[src/rtl/beam_mux_pkt.sv]
// beam_mux_pkt: packet-aware AXI-stream demultiplexer.
// Routes the modulator stream to one of N_DACS DAC streams. The select is latched
// at packet start; out-of-range selects drop the packet and pulse sel_err.
// Each output has a 2-entry FIFO whose head register drives dac_t_* directly.
// Optional feature macro: BEAM_MUX_BCAST_EN adds the bcast input and the BCAST state,
// which copies every beat of the packet into all output FIFOs.
module beam_mux_pkt #(
    parameter int N_DACS = 4,
    parameter int DATA_W = 32,
    localparam int SEL_W = $clog2(N_DACS)
) (
    input  logic                     clk,
    input  logic                     rst,
`ifdef BEAM_MUX_BCAST_EN
    input  logic                     bcast,
`endif
    input  logic [SEL_W-1:0]         dac_sel,
    input  logic [DATA_W-1:0]        mod_t_data,
    input  logic                     mod_t_valid,
    output logic                     mod_t_ready,
    input  logic                     mod_t_last,
    output logic [N_DACS*DATA_W-1:0] dac_t_data,
    output logic [N_DACS-1:0]        dac_t_valid,
    input  logic [N_DACS-1:0]        dac_t_ready,
    output logic [N_DACS-1:0]        dac_t_last,
    output logic [SEL_W-1:0]         active_sel,
    output logic                     busy,
    output logic                     sel_err
);

    // One extra bit so that N_DACS itself is representable for the range test.
    localparam logic [SEL_W:0] N_LIM = (SEL_W + 1)'(N_DACS);

    typedef enum logic [1:0] {
        ST_IDLE  = 2'd0,
        ST_PASS  = 2'd1,
        ST_DROP  = 2'd2
`ifdef BEAM_MUX_BCAST_EN
        ,ST_BCAST = 2'd3
`endif
    } state_t;

    state_t             state_r;
    state_t             state_s;
    logic [SEL_W-1:0]   active_sel_r;
    logic               sel_err_r;
    logic               ready_s;
    logic               sel_ok_s;
    logic               bcast_s;
    logic [N_DACS-1:0]  push_s;
    logic [N_DACS-1:0]  full_s;

    assign sel_ok_s = ({1'b0, dac_sel} < N_LIM);
`ifdef BEAM_MUX_BCAST_EN
    assign bcast_s  = bcast;
`else
    assign bcast_s  = 1'b0;
`endif

    // Next-state, input ready and per-output push enables.
    always_comb begin
        state_s = state_r;
        ready_s = 1'b0;
        push_s  = '0;
        case (state_r)
            ST_IDLE: begin
                // The first beat is only inspected here, never consumed.
                if (mod_t_valid) begin
`ifdef BEAM_MUX_BCAST_EN
                    if (bcast_s) begin
                        state_s = ST_BCAST;
                    end else if (sel_ok_s) begin
                        state_s = ST_PASS;
                    end else begin
                        state_s = ST_DROP;
                    end
`else
                    if (sel_ok_s) begin
                        state_s = ST_PASS;
                    end else begin
                        state_s = ST_DROP;
                    end
`endif
                end else begin
                    state_s = ST_IDLE;
                end
            end
            ST_PASS: begin
                ready_s = !full_s[active_sel_r];
                if (mod_t_valid && ready_s) begin
                    push_s[active_sel_r] = 1'b1;
                    if (mod_t_last) begin
                        state_s = ST_IDLE;
                    end else begin
                        state_s = ST_PASS;
                    end
                end else begin
                    state_s = ST_PASS;
                end
            end
            ST_DROP: begin
                ready_s = 1'b1;
                if (mod_t_valid && mod_t_last) begin
                    state_s = ST_IDLE;
                end else begin
                    state_s = ST_DROP;
                end
            end
`ifdef BEAM_MUX_BCAST_EN
            ST_BCAST: begin
                ready_s = ~|full_s;
                if (mod_t_valid && ready_s) begin
                    push_s = '1;
                    if (mod_t_last) begin
                        state_s = ST_IDLE;
                    end else begin
                        state_s = ST_BCAST;
                    end
                end else begin
                    state_s = ST_BCAST;
                end
            end
`endif
            default: begin
                state_s = ST_IDLE;
            end
        endcase
    end

    // State register, latched select and the one-cycle select error pulse.
    always_ff @(posedge clk) begin
        if (rst) begin
            state_r      <= ST_IDLE;
            active_sel_r <= '0;
            sel_err_r    <= 1'b0;
        end else begin
            state_r   <= state_s;
            sel_err_r <= (state_r == ST_IDLE) && mod_t_valid && !bcast_s && !sel_ok_s;
            if ((state_r == ST_IDLE) && mod_t_valid && bcast_s) begin
                active_sel_r <= '1;
            end else if ((state_r == ST_IDLE) && mod_t_valid && sel_ok_s) begin
                active_sel_r <= dac_sel;
            end else begin
                active_sel_r <= active_sel_r;
            end
        end
    end

    assign mod_t_ready = ready_s;
    assign active_sel  = active_sel_r;
    assign busy        = (state_r != ST_IDLE);
    assign sel_err     = sel_err_r;

    for (genvar i = 0; i < N_DACS; i++) begin : g_ch
        logic [DATA_W-1:0] head_r;
        logic [DATA_W-1:0] tail_r;
        logic              head_last_r;
        logic              tail_last_r;
        logic [1:0]        cnt_r;
        logic              pop_s;

        assign pop_s     = (cnt_r != 2'd0) && dac_t_ready[i];
        assign full_s[i] = (cnt_r == 2'd2);

        // Two-entry FIFO: head drives the port, tail refills head on a pop.
        always_ff @(posedge clk) begin
            if (rst) begin
                head_r      <= '0;
                tail_r      <= '0;
                head_last_r <= 1'b0;
                tail_last_r <= 1'b0;
                cnt_r       <= 2'd0;
            end else begin
                case (cnt_r)
                    2'd0: begin
                        if (push_s[i]) begin
                            head_r      <= mod_t_data;
                            head_last_r <= mod_t_last;
                            cnt_r       <= 2'd1;
                        end else begin
                            cnt_r <= 2'd0;
                        end
                    end
                    2'd1: begin
                        if (push_s[i] && pop_s) begin
                            head_r      <= mod_t_data;
                            head_last_r <= mod_t_last;
                        end else if (push_s[i]) begin
                            tail_r      <= mod_t_data;
                            tail_last_r <= mod_t_last;
                            cnt_r       <= 2'd2;
                        end else if (pop_s) begin
                            cnt_r <= 2'd0;
                        end else begin
                            cnt_r <= 2'd1;
                        end
                    end
                    2'd2: begin
                        if (pop_s) begin
                            head_r      <= tail_r;
                            head_last_r <= tail_last_r;
                            if (push_s[i]) begin
                                tail_r      <= mod_t_data;
                                tail_last_r <= mod_t_last;
                            end else begin
                                cnt_r <= 2'd1;
                            end
                        end else begin
                            cnt_r <= 2'd2;
                        end
                    end
                    default: begin
                        cnt_r <= 2'd0;
                    end
                endcase
            end
        end

        assign dac_t_data[i*DATA_W +: DATA_W] = head_r;
        assign dac_t_valid[i]                 = (cnt_r != 2'd0);
        assign dac_t_last[i]                  = head_last_r;
    end

endmodule

[config.mk]
export PLATFORM = sky130hd
export DESIGN_NAME = beam_mux_pkt
export DESIGN_NICKNAME = d
export VERILOG_FILES = /design/src/rtl/beam_mux_pkt.sv
export SDC_FILE = /design/constraint.sdc
export NUM_CORES = 1
export LEC_CHECK = 0
export CAP_MARGIN = 40
export CELL_PAD_IN_SITES_DETAIL_PLACEMENT = 0
export CELL_PAD_IN_SITES_GLOBAL_PLACEMENT = 1
export CORE_MARGIN = 10
export CORE_UTILIZATION = 44
export DETAILED_ROUTE_END_ITERATION = 7
export PLACE_DENSITY = 0.89
export SLEW_MARGIN = 20
export SYNTH_ARGS = -nofsm -noshare
export SYNTH_HDL_FRONTEND = slang
export SYNTH_SLANG_ARGS = --single-unit
[constraint.sdc]
create_clock -name clk -period 6.2 [get_ports clk]
set_input_delay 0.62 -clock clk [delete_from_list [all_inputs] [get_ports clk]]
set_output_delay 0.62 -clock clk [all_outputs]
set_load 0.05 [all_outputs]
==> run summary, run 1 <==
clock sink total -> 276
fin nets -> 1476
area share of the leading cell type in the synthesized netlist -> 45.4%
Post-Route WL -> 35300 µm
Slew HR -> 45.4%
Peak VDD IR -> 204 µV
Syn. warnings -> 0
Post-CTS Resized -> 0
CP Class -> reg -> out
Fin Clk Skew -> 0.00614 ns
Setup crit end kind -> output port
initial drt markers -> 582
Root Buffer -> clkbuf_16
Worst Hold Class -> reg -> reg
Setup Fix Bufs, Post-CTS -> 0
Final period util -> 58.1%
TritonCTS Buffers -> 30
design area -> 15000 µm²
core footprint -> 27100 µm²
drt pass-1 iters -> 5
Via density -> 5.45
area of placed instances -> 14000 µm²
Final min period -> 3.60 ns
Critical Path Start Type -> flip-flop
top fanout value on the critical path -> 23
Async SR Flop Fraction -> 0%
Leakage -> 4.72 nW
DIE AREA -> 34700 µm²
synthesized flop and latch total -> 276
die span in y -> 186 µm
syn_nets -> 1393
H-tree levels -> 1
status -> completed
clock-pin slew on the worst setup and hold paths -> 0.06 ns
Syn Inst Count -> 1335
Post-CTS Hold Fix Bufs -> 0
TritonCTS clock tree -> yes
WL/cell -> 19.5 µm
R2R setup slack -> 3.32 ns
Post-synth EDFFs -> 0
Row Count -> 60
final core utilization -> 55.4%
RSZ-0062 raised after global routing -> false
FILL cells -> 2435
area grow syn2layout -> 23.3%
CP arrival -> 2.98 ns
# DRC -> 0
average footprint of a synthesized cell -> 9.12 µm²
total grt overflow -> 0
largest net degree at the start of global routing -> 86
initial antenna violation count -> 0
layout cells sized above 1 -> 11.1%
fin. max-slew vios -> 0
WHS Path Cells -> 2
TNS Setup -> 0 ns
Finish-stage setup viols -> 0
reg2reg path depth -> 8
die width -> 186 µm
Via Count -> 9876
CTS max path bufs -> 3
Worst Tran Pin Value -> 0.817 ns
Post-Syn Area -> 12200 µm²
ANT nets after route -> 0
Synth area leaders -> dfxtp_1, nand2_1, mux2i_1
f_max -> 0.277 GHz
vias in the first global route -> 9698
post-synth cell types -> 58
first-pass GRT wire length -> 55800 µm
# port buffers -> 181
Power Total -> 0.00387 W
IO Pins -> 183
Antenna Cells -> 0
sequential-to-total area share from yosys stat -> 45.4%
GRT Total Usage -> 19.3%
hpwl dp -> 22900 µm
WP data required -> 5.58 ns
Primary FF master, synth -> dfxtp_1
Worst-Skew Late Latency -> 0.55 ns
leading area contributor after synthesis -> dfxtp_1
Final Hold Fails -> 0
initial core utilization -> 44.9%
maxcap violations -> 0
pwr dens -> 258 nW/µm²
routability congestion estimate -> 0.745
==> routing by layer <==
layer	track usage [%]	wire length, µm	up-vias
met5	0	0	-
met4	3.97	561	0
met3	4.21	2170	45
met2	33.0	17100	234
met1	24.5	15400	4773
li1	-	-	4824
==> layout by cell type (no fill, tap or decap), types with 3 or more instances in the layout <==
master	synthesis	final
o2bb2ai_1	66	66
nor2_1	13	13
nand2b_1	4	3
nor3_1	4	4
a211oi_1	38	38
clkbuf_1	94	7
dfxtp_1	276	276
buf_16	0	5
inv_1	17	17
clkdlybuf4s50_1	0	180
nand3_1	3	3
mux2i_1	101	101
nand3b_1	4	4
buf_4	9	18
a211oi_2	30	30
a311oi_2	30	30
ha_2	0	3
nor3b_1	3	3
clkbuf_8	0	6
nand2_1	338	338
nor2b_1	7	5
clkbuf_16	0	30
ha_1	16	13
a21oi_1	175	175
o211ai_1	3	3
a311oi_1	3	3
o21ai_0	7	7
clkinv_2	0	8
or2_2	3	3
or3_1	3	3
==> per-stage QoR <==
| step | setup slack, ns | instances | hold WS (ns) |
|---|---|---|---|
| 3_3_place_gp | 3.01 | 1753 | 0.441 |
| 2_1_floorplan | 3.10 | 1335 | 0.434 |
| 3_5_place_dp | 3.05 | 1757 | 0.445 |
| 6_report | 2.60 | 1813 | 0.451 |
| 4_1_cts | 2.57 | 1812 | 0.454 |
| 5_1_grt | 2.49 | 1813 | 0.468 |
==> kinds of logic after synthesis <==
| group | after synthesis | synth area share (%) |
|---|---|---|
| adder cells (fa/ha/maj) | 16 | 1.64 |
| buffers and inverters | 170 | 6.84 |
| AO/OA/AOI/OAI | 367 | 23.3 |
| AND/OR/NAND/NOR | 402 | 14.2 |
| multiplexers | 103 | 8.61 |
| flip-flops | 276 | 45.4 |
| other | 1 | 0.0308 |
==> synth_stat cells, types with 2 or more instances <==
cell / n
a211oi_1: 38
a211oi_2: 30
a21oi_1: 175
a311oi_1: 3
a311oi_2: 30
a41oi_1: 2
buf_1: 2
buf_2: 32
buf_4: 9
buf_6: 16
clkbuf_1: 94
dfxtp_1: 276
ha_1: 16
inv_1: 17
mux2i_1: 101
nand2_1: 338
nand2b_1: 4
nand3_1: 3
nand3b_1: 4
nand4_1: 2
nand4b_1: 2
nor2_1: 13
nor2b_1: 7
nor3_1: 4
nor3b_1: 3
nor4_4: 2
nor4b_1: 2
o211ai_1: 3
o21ai_0: 7
o2bb2ai_1: 66
or2_2: 3
or3_1: 3
or3b_2: 2
or4_1: 2
==> path summary, 6_finish.rpt <==
| check | start | endpoint |
|---|---|---|
| worst max-delay path | g_ch[0].cnt_r[1] | mod_t_ready |
| worst min-delay path | g_ch[1].tail_r[10] | g_ch[1].tail_r[10] |
| worst max register to register | g_ch[2].cnt_r[0] | g_ch[2].head_r[14] |
| worst min register to register | g_ch[1].tail_r[10] | g_ch[1].tail_r[10] |
==> registers in the layout (all words and copies together) (netlist names) <==
register,count
g_ch.cnt_r,8
active_sel,2
state_r,2
g_ch.head_last_r,4
g_ch.tail_last_r,4
g_ch.tail_r,128
g_ch.head_r,128
==> power breakdown <==
group	internal (W)	total, W	leakage, nW	switching, W
registers	0.00179	0.00181	2.23	0.0000147
logic	0.000102	0.000309	2.01	0.000207
clock network	0.00103	0.00176	0.485	0.000723
==> critical path, stage by stage (launching register included) <==
cell	delay, ns
dfxtp_1	0.41
nor2b_4	0.24
buf_16	0.19
mux4_1	0.51
o21ai_0	0.24
clkdlybuf4s50_1	0.85
==> final cells by class <==
type / instances / area, µm² / area share (%)
multi-input combinational: 889 / 5880 / 39.2
sequential: 276 / 5530 / 36.8
timing repair buffer: 204 / 2090 / 13.9
clock buffer: 42 / 846 / 5.64
tap: 372 / 465 / 3.10
clock inverter: 13 / 133 / 0.884
inverter: 17 / 63.8 / 0.425
No activity file was read; power rests on OpenSTA's default activity.
==> inputs of run 2 (changes only) <==
- CORE_UTILIZATION: 44 -> 37
- PLACE_DENSITY: 0.89 -> 0.81
- clock period: 6.2 -> 3.2 ns (I/O delays scaled with it)
==> run 2 against run 1 <==
Against the previous run: via count up 1.8%; register-to-register slack worse by 2.6 ns; non-clock buffer count up 20; design area up 1.6%; total power up 98%; global-route usage down 1.6 points; clock-buffer cell count unchanged; critical path type unchanged; largest power group is now the clock network; highest routed layer unchanged.
==> run summary, run 2 (same netlist as run 1, synthesis figures left out) <==
status -> completed (unchanged)
Setup Fix Bufs, Post-CTS -> 0 (unchanged)
Hold Startpoint -> rst (was g_ch[1].tail_r[10])
initial core utilization -> 37.4% (was 44.9%)
CTS max path bufs -> 3 (unchanged)
multi-input combinational cell area -> 5880 µm² (about the same)
met3 wire length -> 2250 µm (was 2170 µm)
met2 WL post-DR -> 17300 µm (was 17100 µm)
H-tree levels -> 1 (unchanged)
pwr dens -> 503 nW/µm² (was 258 nW/µm²)
cell-by-cell trace of the critical path -> inv_1 > ha_2 > buf_4 > mux4_1 > o21ai_0 > buf_4 (was nor2b_4 > buf_16 > mux4_1 > o21ai_0 > clkdlybuf4s50_1)
f_max -> 0.331 GHz
Post-Route WL -> 37600 µm (was 35300 µm)
fin nets -> 1496 (was 1476)
FF+latch area -> 5530 µm² (unchanged)
initial antenna violation count -> 0 (unchanged)
RSZ-0062 raised after global routing -> false (unchanged)
maxcap violations -> 0 (unchanged)
GRT Total Usage -> 17.7% (was 19.3%)
WHS -> 0.266 ns (was 0.451 ns)
internal power -> 0.00579 W (was 0.00293 W)
Via density -> 5.29 (was 5.45)
Final min period -> 3.02 ns
TritonCTS clock tree -> yes (unchanged)
clock sink total -> 276 (unchanged)
clock-pin slew on the worst setup and hold paths -> 0.06 ns (about the same)
critical path's slowest cell -> mux4_1 (was clkdlybuf4s50_1)
Setup crit end -> mod_t_ready (unchanged)
slowest stage delay, CP -> 0.59 ns (was 0.85 ns)
WP data required -> 2.88 ns (was 5.58 ns)
# port buffers -> 181 (unchanged)
worst path bufs/invs -> 3 (was 2)
Slew HR -> 43.7% (was 45.4%)
Root Buffer -> clkbuf_16 (unchanged)
Worst-Skew Late Latency -> 0.57 ns (was 0.55 ns)
Row Count -> 66 (was 60)
top fanout value on the critical path -> 16 (was 23)
Finish-stage setup viols -> 0 (unchanged)
Final period util -> 94.4%
ANT nets after route -> 0 (unchanged)
TNS Setup -> 0 ns (unchanged)
fin. max-slew vios -> 0 (unchanged)
Reg-to-Reg Start -> g_ch[2].cnt_r[0] (unchanged)
Post-CTS Hold Fix Bufs -> 0 (unchanged)
uppermost layer routed -> met4 (unchanged)
Crit. Startpoint -> g_ch[2].cnt_r[0] (was g_ch[0].cnt_r[1])
DIE AREA -> 40600 µm² (was 34700 µm²)
CP most frequent cell -> buf_4
Critical Path Start Type -> flip-flop (unchanged)
Worst Tran Pin Value -> 0.845 ns (was 0.817 ns)
Final Hold Fails -> 0 (unchanged)
CP top delay family -> buffers and inverters (unchanged)
Crit path depth -> 6 (was 5)
# DRC -> 0 (unchanged)
WL/cell -> 19.8 µm (was 19.5 µm)
Antenna Cells -> 0 (unchanged)
die span in y -> 201 µm (was 186 µm)
FILL cells -> 3132 (was 2435)
commonest non-fill, non-tap cells in the layout -> nand2_1, dfxtp_1, clkdlybuf4s50_1 (unchanged)
Largest regs -> g_ch.head_r: 128 flops, g_ch.tail_r: 128 flops, g_ch.cnt_r: 8 flops (unchanged)
area grow syn2layout -> 25.2% (was 23.3%)
initial drt markers -> 783 (was 582)
CP arrival -> 2.70 ns (was 2.98 ns)
die width -> 201 µm (was 186 µm)
largest net degree at the start of global routing -> 66 (was 86)
Leakage -> 4.82 nW (was 4.72 nW)
drt pass-1 iters -> 5 (unchanged)
wl on met1 -> 17100 µm (was 15400 µm)
sw frac -> 24.5% (was 24.4%)
vias in the first global route -> 9823 (was 9698)
TritonCTS Buffers -> 30 (unchanged)
hpwl dp -> 25300 µm (was 22900 µm)
Setup crit end kind -> output port (unchanged)
logic gate share of total power -> 7.9% (was 8.0%)
IO Pins -> 183 (unchanged)
core footprint -> 32500 µm² (was 27100 µm²)
layout cells sized above 1 -> 12.3% (was 11.1%)
Via Count -> 10100 (was 9876)
P_sw -> 0.00188 W (was 0.000945 W)
routability congestion estimate -> 0.803 (was 0.745)
commonest non-fill, non-tap cell in the layout -> nand2_1 (unchanged)
Fin Clk Skew -> 0.0205 ns (was 0.00614 ns)
total grt overflow -> 0 (unchanged)
R2R setup slack -> 0.68 ns (was 3.32 ns)
Clk network pwr share -> 46.4% (was 45.4%)
RR Endpoint -> g_ch[2].head_r[10] (was g_ch[2].head_r[14])
reg2reg path depth -> 7 (was 8)
final core utilization -> 46.9% (was 55.4%)
Sequential Power Share -> 45.7% (was 46.7%)
Peak VDD IR -> 394 µV (was 204 µV)
CP Class -> reg -> out (unchanged)
first-pass GRT wire length -> 58700 µm (was 55800 µm)
Worst Hold Class -> in -> reg (was reg -> reg)
Post-CTS Resized -> 0 (unchanged)
run 2: cell types whose count changed in the layout (fill, tap and decap cells not counted), moves of 2 or more:
cell	delta
buf_16	-4
clkinv_2	-4
buf_4	+21
clkbuf_8	+2
clkbuf_1	-2
buf_12	+4
run 2: how the worst min path moves through the flow:
stage	endpoint	slack, ns	depth (start not counted)
floorplan	g_ch[0].cnt_r[1]	0.40	1
global placement	g_ch[2].tail_r[2]	0.44	2
detailed placement	g_ch[1].head_r[19]	0.45	1
CTS	g_ch[0].cnt_r[0]	0.26	2
global route	g_ch[0].cnt_r[0]	0.28	2
finish	g_ch[0].cnt_r[0]	0.27	2
run 2: final cells by class:
cell class,count,area share [%]
tap,442,3.63
clock inverter,11,0.985
inverter,17,0.419
multi-input combinational,889,38.6
timing repair buffer,224,14.5
sequential,276,36.2
clock buffer,42,5.68
run 2: power groups by stage:
stage                     combinational [W]  clock, W  sequential (W)
after CTS                          0.000611   0.00362         0.00350
after floorplan                    0.000298         0         0.00367
after global routing               0.000649   0.00376         0.00350
after global placement             0.000598         0         0.00358
after detailed placement           0.000609         0         0.00358
final                              0.000609   0.00356         0.00350
run 2: per-stage QoR:
stage / instances / setup WS [ns] / total power (W) / area, µm²
2_1_floorplan: 1335 / 0.395 / 0.00396 / 12200
3_3_place_gp: 1847 / 0.700 / 0.00418 / 14200
3_5_place_dp: 1848 / 0.697 / 0.00419 / 14200
4_1_cts: 1901 / 0.166 / 0.00773 / 15200
5_1_grt: 1901 / 0.0790 / 0.00791 / 15200
6_report: 1901 / 0.180 / 0.00767 / 15200
run 2: layer usage:
metal  vias up  track usage (%)
met4         0             5.13
li1       4854                -
met3        55             3.73
met2       268             28.6
met5         -                0
met1      4876             23.3
